===== config.mk =====
export PLATFORM = sky130hd
export DESIGN_NAME = ifetch_mem_arbiter
export DESIGN_NICKNAME = d
export VERILOG_FILES = /design/src/rtl/ifetch_mem_arbiter_pkg.sv /design/src/rtl/ifetch_addr_decode.sv /design/src/rtl/ifetch_mem_arbiter.sv
export SDC_FILE = /design/constraint.sdc
export NUM_CORES = 1
export LEC_CHECK = 0
export BUFFER_PORTS_ARGS = -buffer_cell sky130_fd_sc_hd__buf_2
export CAP_MARGIN = 10
export CORE_AREA = 8 8 194 196
export CTS_BUF_LIST = sky130_fd_sc_hd__clkbuf_2 sky130_fd_sc_hd__clkbuf_4 sky130_fd_sc_hd__clkbuf_8
export DETAILED_ROUTE_END_ITERATION = 6
export DIE_AREA = 0 0 202 204
export GPL_TIMING_DRIVEN = 0
export HOLD_SLACK_MARGIN = 0.05
export SYNTH_ARGS = -nofsm -noshare
export SYNTH_HDL_FRONTEND = slang
export SYNTH_SLANG_ARGS = --single-unit

===== constraint.sdc =====
create_clock -name clk -period 4.8 [get_ports clk]
set_input_delay 1.2 -clock clk [delete_from_list [all_inputs] [get_ports clk]]
set_output_delay 1.2 -clock clk [all_outputs]
set_load 0.01 [all_outputs]

===== src/rtl/ifetch_mem_arbiter_pkg.sv =====
// Shared types and constants for the fetch/MEM arbiter of the shared DRAM/cache port
// and for the fetch-stage ROM window decode.
package ifetch_mem_arbiter_pkg;

  localparam int XLEN     = 64;
  localparam int INSN_W   = 32;
  localparam int MASK_W   = 8;
  localparam int STARVE_W = 3;

  localparam logic [XLEN-1:0]     ROM_BASE_DEF     = 64'h0000_0000_0000_0000;
  localparam logic [XLEN-1:0]     ROM_SIZE_DEF     = 64'h0000_0000_0001_0000;
  localparam logic [STARVE_W-1:0] STARVE_LIMIT_DEF = 3'd4;

  typedef enum logic [1:0] {
    IDLE      = 2'd0,
    SERVE_IF  = 2'd1,
    SERVE_MEM = 2'd2,
    DRAIN     = 2'd3
  } arb_state_t;

endpackage


===== src/rtl/ifetch_addr_decode.sv =====
// Combinational decode of a fetch address against the instruction ROM window.
// Shared with the fetch stages so every user agrees on the same window.
module ifetch_addr_decode
  import ifetch_mem_arbiter_pkg::*;
#(
  parameter logic [XLEN-1:0] ROM_BASE = ROM_BASE_DEF,
  parameter logic [XLEN-1:0] ROM_SIZE = ROM_SIZE_DEF
) (
  input  logic [XLEN-1:0] addr,
  output logic            in_rom
);

  logic [XLEN-1:0] offset;

  // Offset compare avoids overflow of ROM_BASE + ROM_SIZE at the top of the map.
  always_comb begin
    offset = addr - ROM_BASE;
    in_rom = (addr >= ROM_BASE) && (offset < ROM_SIZE);
  end

endmodule


===== src/rtl/ifetch_mem_arbiter.sv =====
// Arbiter for the single DRAM/cache port shared by instruction fetch and the MEM stage.
// ROM fetches bypass the port; DRAM fetches compete with MEM under a starvation guard.
module ifetch_mem_arbiter
  import ifetch_mem_arbiter_pkg::*;
#(
  parameter logic [XLEN-1:0]     ROM_BASE     = ROM_BASE_DEF,
  parameter logic [XLEN-1:0]     ROM_SIZE     = ROM_SIZE_DEF,
  parameter logic [STARVE_W-1:0] STARVE_LIMIT = STARVE_LIMIT_DEF
) (
  input  logic              clk,
  input  logic              reset,
  input  logic              flush,
  input  logic              if_req,
  input  logic [63:0]       if_addr,
  input  logic              mem_req,
  input  logic              mem_we,
  input  logic [63:0]       mem_addr,
  input  logic [63:0]       mem_wdata,
  input  logic [7:0]        mem_wmask,
  output logic              if_channel_sel,
  output logic              dram_data_ready,
  output logic [31:0]       dram_dout,
  output logic              mem_ready,
  output logic [63:0]       mem_rdata,
  output logic              if_stall,
  output logic              mem_stall,
  output logic              port_req,
  output logic              port_we,
  output logic [63:0]       port_addr,
  output logic [63:0]       port_wdata,
  output logic [7:0]        port_wmask,
  input  logic              port_ready,
  input  logic [63:0]       port_rdata
);

  arb_state_t          state_q, state_d;
  logic                port_req_q, port_req_d;
  logic                port_we_q, port_we_d;
  logic [XLEN-1:0]     port_addr_q, port_addr_d;
  logic [XLEN-1:0]     port_wdata_q, port_wdata_d;
  logic [MASK_W-1:0]   port_wmask_q, port_wmask_d;
  logic [STARVE_W-1:0] starve_q, starve_d;

  logic in_rom;
  logic cand_if;
  logic grant_mem;
  logic grant_if;

  ifetch_addr_decode #(
    .ROM_BASE (ROM_BASE),
    .ROM_SIZE (ROM_SIZE)
  ) u_decode (
    .addr   (if_addr),
    .in_rom (in_rom)
  );

  assign if_channel_sel = !in_rom;

  // MEM normally wins; a fetch that has waited STARVE_LIMIT MEM grants takes the port.
  always_comb begin
    cand_if   = if_req && if_channel_sel && !flush;
    grant_mem = (state_q == IDLE) && mem_req && (!cand_if || (starve_q != STARVE_LIMIT));
    grant_if  = (state_q == IDLE) && cand_if && !grant_mem;
  end

  always_ff @(posedge clk or posedge reset) begin
    if (reset) begin
      state_q <= IDLE;
    end else begin
      state_q <= state_d;
    end
  end

  always_comb begin
    state_d = state_q;
    case (state_q)
      IDLE: begin
        if (grant_mem) begin
          state_d = SERVE_MEM;
        end else if (grant_if) begin
          state_d = SERVE_IF;
        end else begin
          state_d = IDLE;
        end
      end
      SERVE_IF: begin
        if (port_ready) begin
          state_d = IDLE;
        end else if (flush) begin
          state_d = DRAIN;
        end else begin
          state_d = SERVE_IF;
        end
      end
      SERVE_MEM: state_d = port_ready ? IDLE : SERVE_MEM;
      DRAIN:     state_d = port_ready ? IDLE : DRAIN;
      default:   state_d = IDLE;
    endcase
  end

  // Port fields are captured only on a grant and held until the completion pulse.
  always_comb begin
    port_req_d   = port_req_q;
    port_we_d    = port_we_q;
    port_addr_d  = port_addr_q;
    port_wdata_d = port_wdata_q;
    port_wmask_d = port_wmask_q;
    starve_d     = starve_q;
    if (grant_mem) begin
      port_req_d   = 1'b1;
      port_we_d    = mem_we;
      port_addr_d  = mem_addr;
      port_wdata_d = mem_wdata;
      port_wmask_d = mem_wmask;
    end else if (grant_if) begin
      port_req_d   = 1'b1;
      port_we_d    = 1'b0;
      port_addr_d  = if_addr;
      port_wdata_d = 64'h0;
      port_wmask_d = 8'h00;
    end else if (port_ready) begin
      port_req_d   = 1'b0;
    end else begin
      port_req_d   = port_req_q;
    end
    if (state_q == IDLE) begin
      if (grant_if || !cand_if) begin
        starve_d = 3'd0;
      end else if (grant_mem && (starve_q != STARVE_LIMIT)) begin
        starve_d = starve_q + 3'd1;
      end else begin
        starve_d = starve_q;
      end
    end else begin
      starve_d = starve_q;
    end
  end

  always_ff @(posedge clk or posedge reset) begin
    if (reset) begin
      port_req_q   <= 1'b0;
      port_we_q    <= 1'b0;
      port_addr_q  <= 64'h0;
      port_wdata_q <= 64'h0;
      port_wmask_q <= 8'h00;
      starve_q     <= 3'd0;
    end else begin
      port_req_q   <= port_req_d;
      port_we_q    <= port_we_d;
      port_addr_q  <= port_addr_d;
      port_wdata_q <= port_wdata_d;
      port_wmask_q <= port_wmask_d;
      starve_q     <= starve_d;
    end
  end

  // Data outputs are forced to zero outside their ready cycle so idle buses stay quiet.
  always_comb begin
    dram_data_ready = (state_q == SERVE_IF) && port_ready && !flush;
    mem_ready       = (state_q == SERVE_MEM) && port_ready;
    if (dram_data_ready) begin
      dram_dout = port_addr_q[2] ? port_rdata[63:32] : port_rdata[31:0];
    end else begin
      dram_dout = 32'h0;
    end
    if (mem_ready) begin
      mem_rdata = port_rdata;
    end else begin
      mem_rdata = 64'h0;
    end
    if_stall   = if_req && if_channel_sel && !dram_data_ready;
    mem_stall  = mem_req && !mem_ready;
    port_req   = port_req_q;
    port_we    = port_we_q;
    port_addr  = port_addr_q;
    port_wdata = port_wdata_q;
    port_wmask = port_wmask_q;
  end

endmodule


==> flow_metrics.env, run 1 <==
export IMPL_root_buffer="clkbuf_8"
export IMPL_synthAdderAreaFrac=0.00267
export IMPL_cts_buffer_depth=2
export IMPL_dpl_cell_area_sq_mm=0.0126
export IMPL_netlist_instances=1071
export IMPL_outcome="finished, final reports clean"
export IMPL_dp_hpwl_um=38500
export IMPL_clk_latency_ps=480
export IMPL_fp_dieW_um=202
export IMPL_routed_via_density=5.11
export IMPL_r2r_slack_ps=2480
export IMPL_ctsHoldBuffers=0
export IMPL_crit_path_end_kind="primary output"
export IMPL_ys_seq_elements=143
export IMPL_nNetsFinal=1875
export IMPL_fmax_mhz=225
export IMPL_grt_max_degree=39
export IMPL_fillers=3643
export IMPL_rsz0062_at_grt="no"
export IMPL_clk_pin_slew_ps=80
export IMPL_postCtsSetupBuffers=0
export IMPL_avgRoutedWirePerCell_um=22.9
export IMPL_htreeDepth=4
export IMPL_setup_tns_ps=0
export IMPL_hp_class="reg2reg"
export IMPL_worstSetupPathType="in2out"
export IMPL_yosys_cell_types_count=40
export IMPL_gr_total_overflow=0
export IMPL_syn_area_sq_mm=0.00936
export IMPL_clock_skew_ps=22.8
export IMPL_grt_pass1_wl_um=70700
export IMPL_drt_iter0_markers=637
export IMPL_dieArea_sq_mm=0.0412
export IMPL_finalSetupViolCount=0
export IMPL_period_needed_ps=4450
export IMPL_dp_slack_ps=21.1
export IMPL_hold_viol=0
export IMPL_fin_ws_ps=348
export IMPL_cts_sinks=143
export IMPL_vias=10700
export IMPL_final_area_sq_mm=0.0130
export IMPL_cts_resized=0
export IMPL_die_h_um=204
export IMPL_cp_arrival_ps=3250
export IMPL_crit_path_max_fanout=10
export IMPL_numCtsBuffers=17
export IMPL_start_kind="input port"
export IMPL_drv_cap=0
export IMPL_cts_tree="done"
export IMPL_dp_cells=2044
export IMPL_required_ps=3600
export IMPL_vdd_drop_max_v=0.000166
export IMPL_coreArea_sq_mm=0.0348
export IMPL_drtPass1Iterations=5
export IMPL_slew_violations=0
export IMPL_relSlewSlack=0.376
export IMPL_p_per_area_mw_per_mm2=402
export IMPL_tightest_slew_ps=930
export IMPL_ios=510
export IMPL_finalCritPeriodShare=0.927
export IMPL_io_buffers=508
export IMPL_p_leak_nw=6.33
export IMPL_synth_xor_area_share=0
export IMPL_synthArstFlopShare=1.00
export IMPL_synth_simple_area_share=0.215
export IMPL_drt_total_wl_um=47800
export IMPL_synthesis_nets=1344
export IMPL_synthFlopType="dfrtp_1"
export IMPL_synth_top_family_by_area="simple AND/OR/NAND/NOR gates"
export IMPL_num_rows=69
export IMPL_gp_congestion=0.923
export IMPL_areaGrowthSynthToFinish_pct=38.9
export IMPL_drc=0
export IMPL_synth_compound_area_frac=0.211
export IMPL_fin_cells=2087
export IMPL_globalRouteTotalUtil=0.223
export IMPL_start_util=0.269
export IMPL_antenna_found_initial=16
export IMPL_avgSynthCellArea_sq_um=8.74
export IMPL_ys_seq_area_frac=0.382
export IMPL_drive_gt1_frac=0.373
export IMPL_fin_util=0.374
export IMPL_ant_nets=0
export IMPL_yosysWarnings=0
export IMPL_synthMuxAreaShare=0.103
export IMPL_synth_edf_count=0
export IMPL_grt_pass1_vias=11300
Yosys cell counts (4+ instances only):
library cell  number  area (sq um)
mux2_2             4          45.0
a211oi_1          47           353
buf_2             46           230
clkbuf_1          55           206
dfrtp_1          143          3580
nor4_1            12          75.1
o211ai_1          90           676
inv_1             80           300
mux2i_1           92           921
a22oi_1           17           128
nor2_1            37           139
and2_1           137           857
nand2_1           94           353
o22ai_1           47           294
nand4_1           77           482
a311oi_1          47           412
buf_1             11          41.3
routing by layer:
layer,vias to the layer above,global-route usage,wire length (um)
met5,-,0,0
met4,0,0.0905,1590
met3,75,0.0485,2760
met2,465,0.401,24600
met1,5120,0.253,18800
li1,5009,-,-
cell type report:
| type | instances | area (sq um) | area share |
|---|---|---|---|
| Clock inverter | 15 | 175 | 0.0135 |
| Buffer | 115 | 500 | 0.0385 |
| Inverter | 81 | 308 | 0.0237 |
| Tap cell | 461 | 577 | 0.0443 |
| Timing Repair Buffer | 512 | 2620 | 0.202 |
| Antenna cell | 11 | 27.5 | 0.00212 |
| Multi-Input combinational cell | 732 | 4980 | 0.383 |
| Sequential cell | 143 | 3580 | 0.275 |
| Clock buffer | 17 | 234 | 0.0180 |
through the flow:
stage	hold WS, ps	total power (W)
finish	510	0.00523
global route	540	0.00557
CTS	519	0.00529
detailed placement	488	0.00422
global placement	465	0.00418
floorplan	480	0.00314
worst paths after layout:
kind	to	cells after the start	start
worst max-delay path	if_channel_sel	9	if_addr[23]
worst min-delay path	port_req	1	port_req
worst max register to register	port_addr[32]	8	starve_q[0]
worst min register to register	port_req	1	port_req
max in group asynchronous	port_wmask[4]	4	reset
min in group asynchronous	port_wdata[24]	2	reset
sequential cells by signal, summed over array words and instances (netlist names):
register    count
port_addr      64
state_q         2
port_wmask      8
port_we         1
port_req        1
starve_q        3
port_wdata     64
cells by family after synthesis:
kind of cell	Yosys count
AND/OR/NAND/NOR	372
AO/OA/AOI/OAI	262
buffers and inverters	196
flip-flops	143
multiplexers	96
adder cells (fa/ha/maj)	2
placed cells by master, fill, tap and decap left out, types with 2 or more instances in the layout:
cell        instances
nor4_1             11
mux2i_1            92
dfrtp_1           143
and4_1              3
clkinv_4            2
a21oi_1             2
nand2_1            94
clkinvlp_4          3
o21ai_1             2
and3_1              2
a311oi_1           47
a211oi_1           47
buf_2             554
o211ai_1           90
inv_8               3
inv_6               5
nand4_1            77
nand3_1             2
inv_1              79
a22oi_1            17
bufinv_16           2
diode_2            11
clkbuf_8           17
and2_1            137
nor3b_1             3
clkbuf_1           55
mux2_2              4
buf_4               3
nor2_1             37
ha_1                2
buf_12              4
o22ai_1            47
buf_1              11
o31ai_1             2
worst max-delay path, stage by stage:
cell    delay, ps
buf_2         120
nor4_2        440
and4_1        250
buf_2         320
and3_1        200
buf_4         210
inv_2         120
buf_2         210
buf_2         170
report_power, final:
group | switching (W) | leakage [nW] | total [W] | internal, W
combinational | 0.00133 | 4.41 | 0.00230 | 0.000969
clock | 0.000575 | 0.204 | 0.00106 | 0.000481
sequential | 0.000277 | 1.72 | 0.00188 | 0.00160
No activity file was read; power rests on OpenSTA's default activity.
==> inputs of run 2 (changes only) <==
CORE_AREA = 8 8 193 195   (was 8 8 194 196)
DIE_AREA = 0 0 201 203   (was 0 0 202 204)
TNS_END_PERCENT = 100   (was default)
==> run 2 against run 1 <==
Compared with the run above: sequential share of layout area about the same; cell count decreased by 0.43%; clock-buffer cell count increased by 1; clock power about the same; power increased by 0.25%; largest power group unchanged.
==> flow_metrics.env, run 2 (synthesized netlist as in run 1, its figures left out) <==
export IMPL_outcome="finished, final reports clean"
export IMPL_drt_iter0_markers=651
export IMPL_mostFrequentLayoutCells="buf_2, dfrtp_1, and2_1, nand2_1, mux2i_1"
export IMPL_p_per_area_mw_per_mm2=403
export IMPL_drv_cap=0
export IMPL_crit_path_end_kind="primary output"
export IMPL_finalSetupViolCount=0
export IMPL_critPathTopFamily="buffers and inverters"
export IMPL_grt_pass1_wl_um=69800
export IMPL_crit_top_cell="buf_2"
export IMPL_grt_max_degree=39
export IMPL_drt_total_wl_um=46600
export IMPL_multi_input_area_sq_mm=0.00498
export IMPL_grt_pass1_vias=11300
export IMPL_dpl_cell_area_sq_mm=0.0126
export IMPL_numCtsBuffers=17
export IMPL_fin_ws_ps=123
export IMPL_hp_class="reg2reg"
export IMPL_clk_latency_ps=470
export IMPL_start_kind="input port"
export IMPL_cts_buffer_depth=2
export IMPL_tightest_slew_ps=883
export IMPL_max_stage_delay_ps=590
export IMPL_ant_nets=0
export IMPL_coreArea_sq_mm=0.0341
export IMPL_avgRoutedWirePerCell_um=22.4
export IMPL_final_common_cell="buf_2"
export IMPL_slew_violations=0
export IMPL_required_ps=3600
export IMPL_io_buffers=508
export IMPL_cts_resized=0
export IMPL_clock_skew_ps=21.8
export IMPL_antenna_found_initial=14
export IMPL_start_util=0.274
export IMPL_hold_viol=0
export IMPL_vdd_drop_max_v=0.000201
export IMPL_crit_buf_inv=6
export IMPL_layout_area_seq_sq_mm=0.00358
export IMPL_nNetsFinal=1875
export IMPL_rsz0062_at_grt="no"
export IMPL_dp_slack_ps=45.2
export IMPL_ctsHoldBuffers=0
export IMPL_cp_arrival_ps=3480
export IMPL_routed_via_density=5.15
export IMPL_fmax_mhz=214
export IMPL_drive_gt1_frac=0.372
export IMPL_die_h_um=203
export IMPL_dp_hpwl_um=37600
export IMPL_root_buffer="clkbuf_8"
export IMPL_cp_slowest_cell="nor4_1"
export IMPL_dieArea_sq_mm=0.0408
export IMPL_num_rows=68
export IMPL_setup_tns_ps=0
export IMPL_clk_pin_slew_ps=80
export IMPL_fp_dieW_um=201
export IMPL_final_area_sq_mm=0.0130
export IMPL_areaGrowthSynthToFinish_pct=39.0
export IMPL_drtPass1Iterations=5
export IMPL_drc=0
export IMPL_path_cells="buf_2 > nor4_1 > and4_1 > buf_2 > and3_1 > buf_4 > inv_2 > buf_2 > buf_2"
export IMPL_p_leak_nw=6.35
export IMPL_relSlewSlack=0.407
export IMPL_crit_path_max_fanout=10
export IMPL_worstSetupPathType="in2out"
export IMPL_htreeDepth=4
export IMPL_cts_tree="done"
export IMPL_ios=510
export IMPL_gp_congestion=0.911
export IMPL_finalCritPeriodShare=0.974
export IMPL_postCtsSetupBuffers=0
export IMPL_cts_sinks=143
export IMPL_gr_total_overflow=0
export IMPL_globalRouteTotalUtil=0.220
export IMPL_period_needed_ps=4680
export IMPL_vias=10700
export IMPL_fillers=3565
-- run 2: stage by stage --
stage,hold slack [ps],instances,utilization,total power (W)
final,482,2078,0.381,0.00525
after global routing,511,2077,0.381,0.00558
after CTS,487,2070,0.381,0.00530
after detailed placement,467,2038,0.368,0.00420
after global placement,464,2034,0.366,0.00416
after floorplan,480,1071,-,0.00314
-- run 2: final timing paths --
check / startpoint / to / slack [ps] / cells after the start
max: if_addr[23] / if_channel_sel / 120 / 9
min: port_req / port_req / 480 / 1
max reg2reg: starve_q[0] / port_addr[8] / 2450 / 8
min reg2reg: port_req / port_req / 480 / 1
max in group asynchronous: reset / starve_q[1] / 3280 / 4
min in group asynchronous: reset / port_wdata[23] / 760 / 2
-- run 2: area by class of cell --
| type | instances | area share |
|---|---|---|
| plain buffers | 115 | 0.0385 |
| diodes | 8 | 0.00154 |
| multi-input cells | 732 | 0.383 |
| well taps | 455 | 0.0438 |
| inverters | 81 | 0.0237 |
| clock inverters | 14 | 0.0137 |
| flip-flops and latches | 143 | 0.275 |
| clock buffers | 18 | 0.0190 |
| repair buffers | 512 | 0.202 |
-- run 2: worst reg2reg max path, cell delays in order, from the launching register on --
cell and delay, ps:
dfrtp_1 410, inv_1 70, ha_1 230, nand2_1 150, o21ai_0 420, buf_2 360
buf_2 300, o22ai_1 130, a211oi_1 190
-- run 2: routing by layer --
layer  global-route usage  routed length, um
met1                0.255              18500
met2                0.391              23900
met3               0.0451               2660
met4               0.0862               1570
met5                    0                 12
-- run 2: power breakdown --
group	internal, W	leakage (nW)	total [W]	switching (W)
combinational	0.000970	4.41	0.00229	0.00132
clock	0.000536	0.214	0.00109	0.000553
sequential	0.00160	1.72	0.00187	0.000268
total	0.00311	6.35	0.00525	0.00214
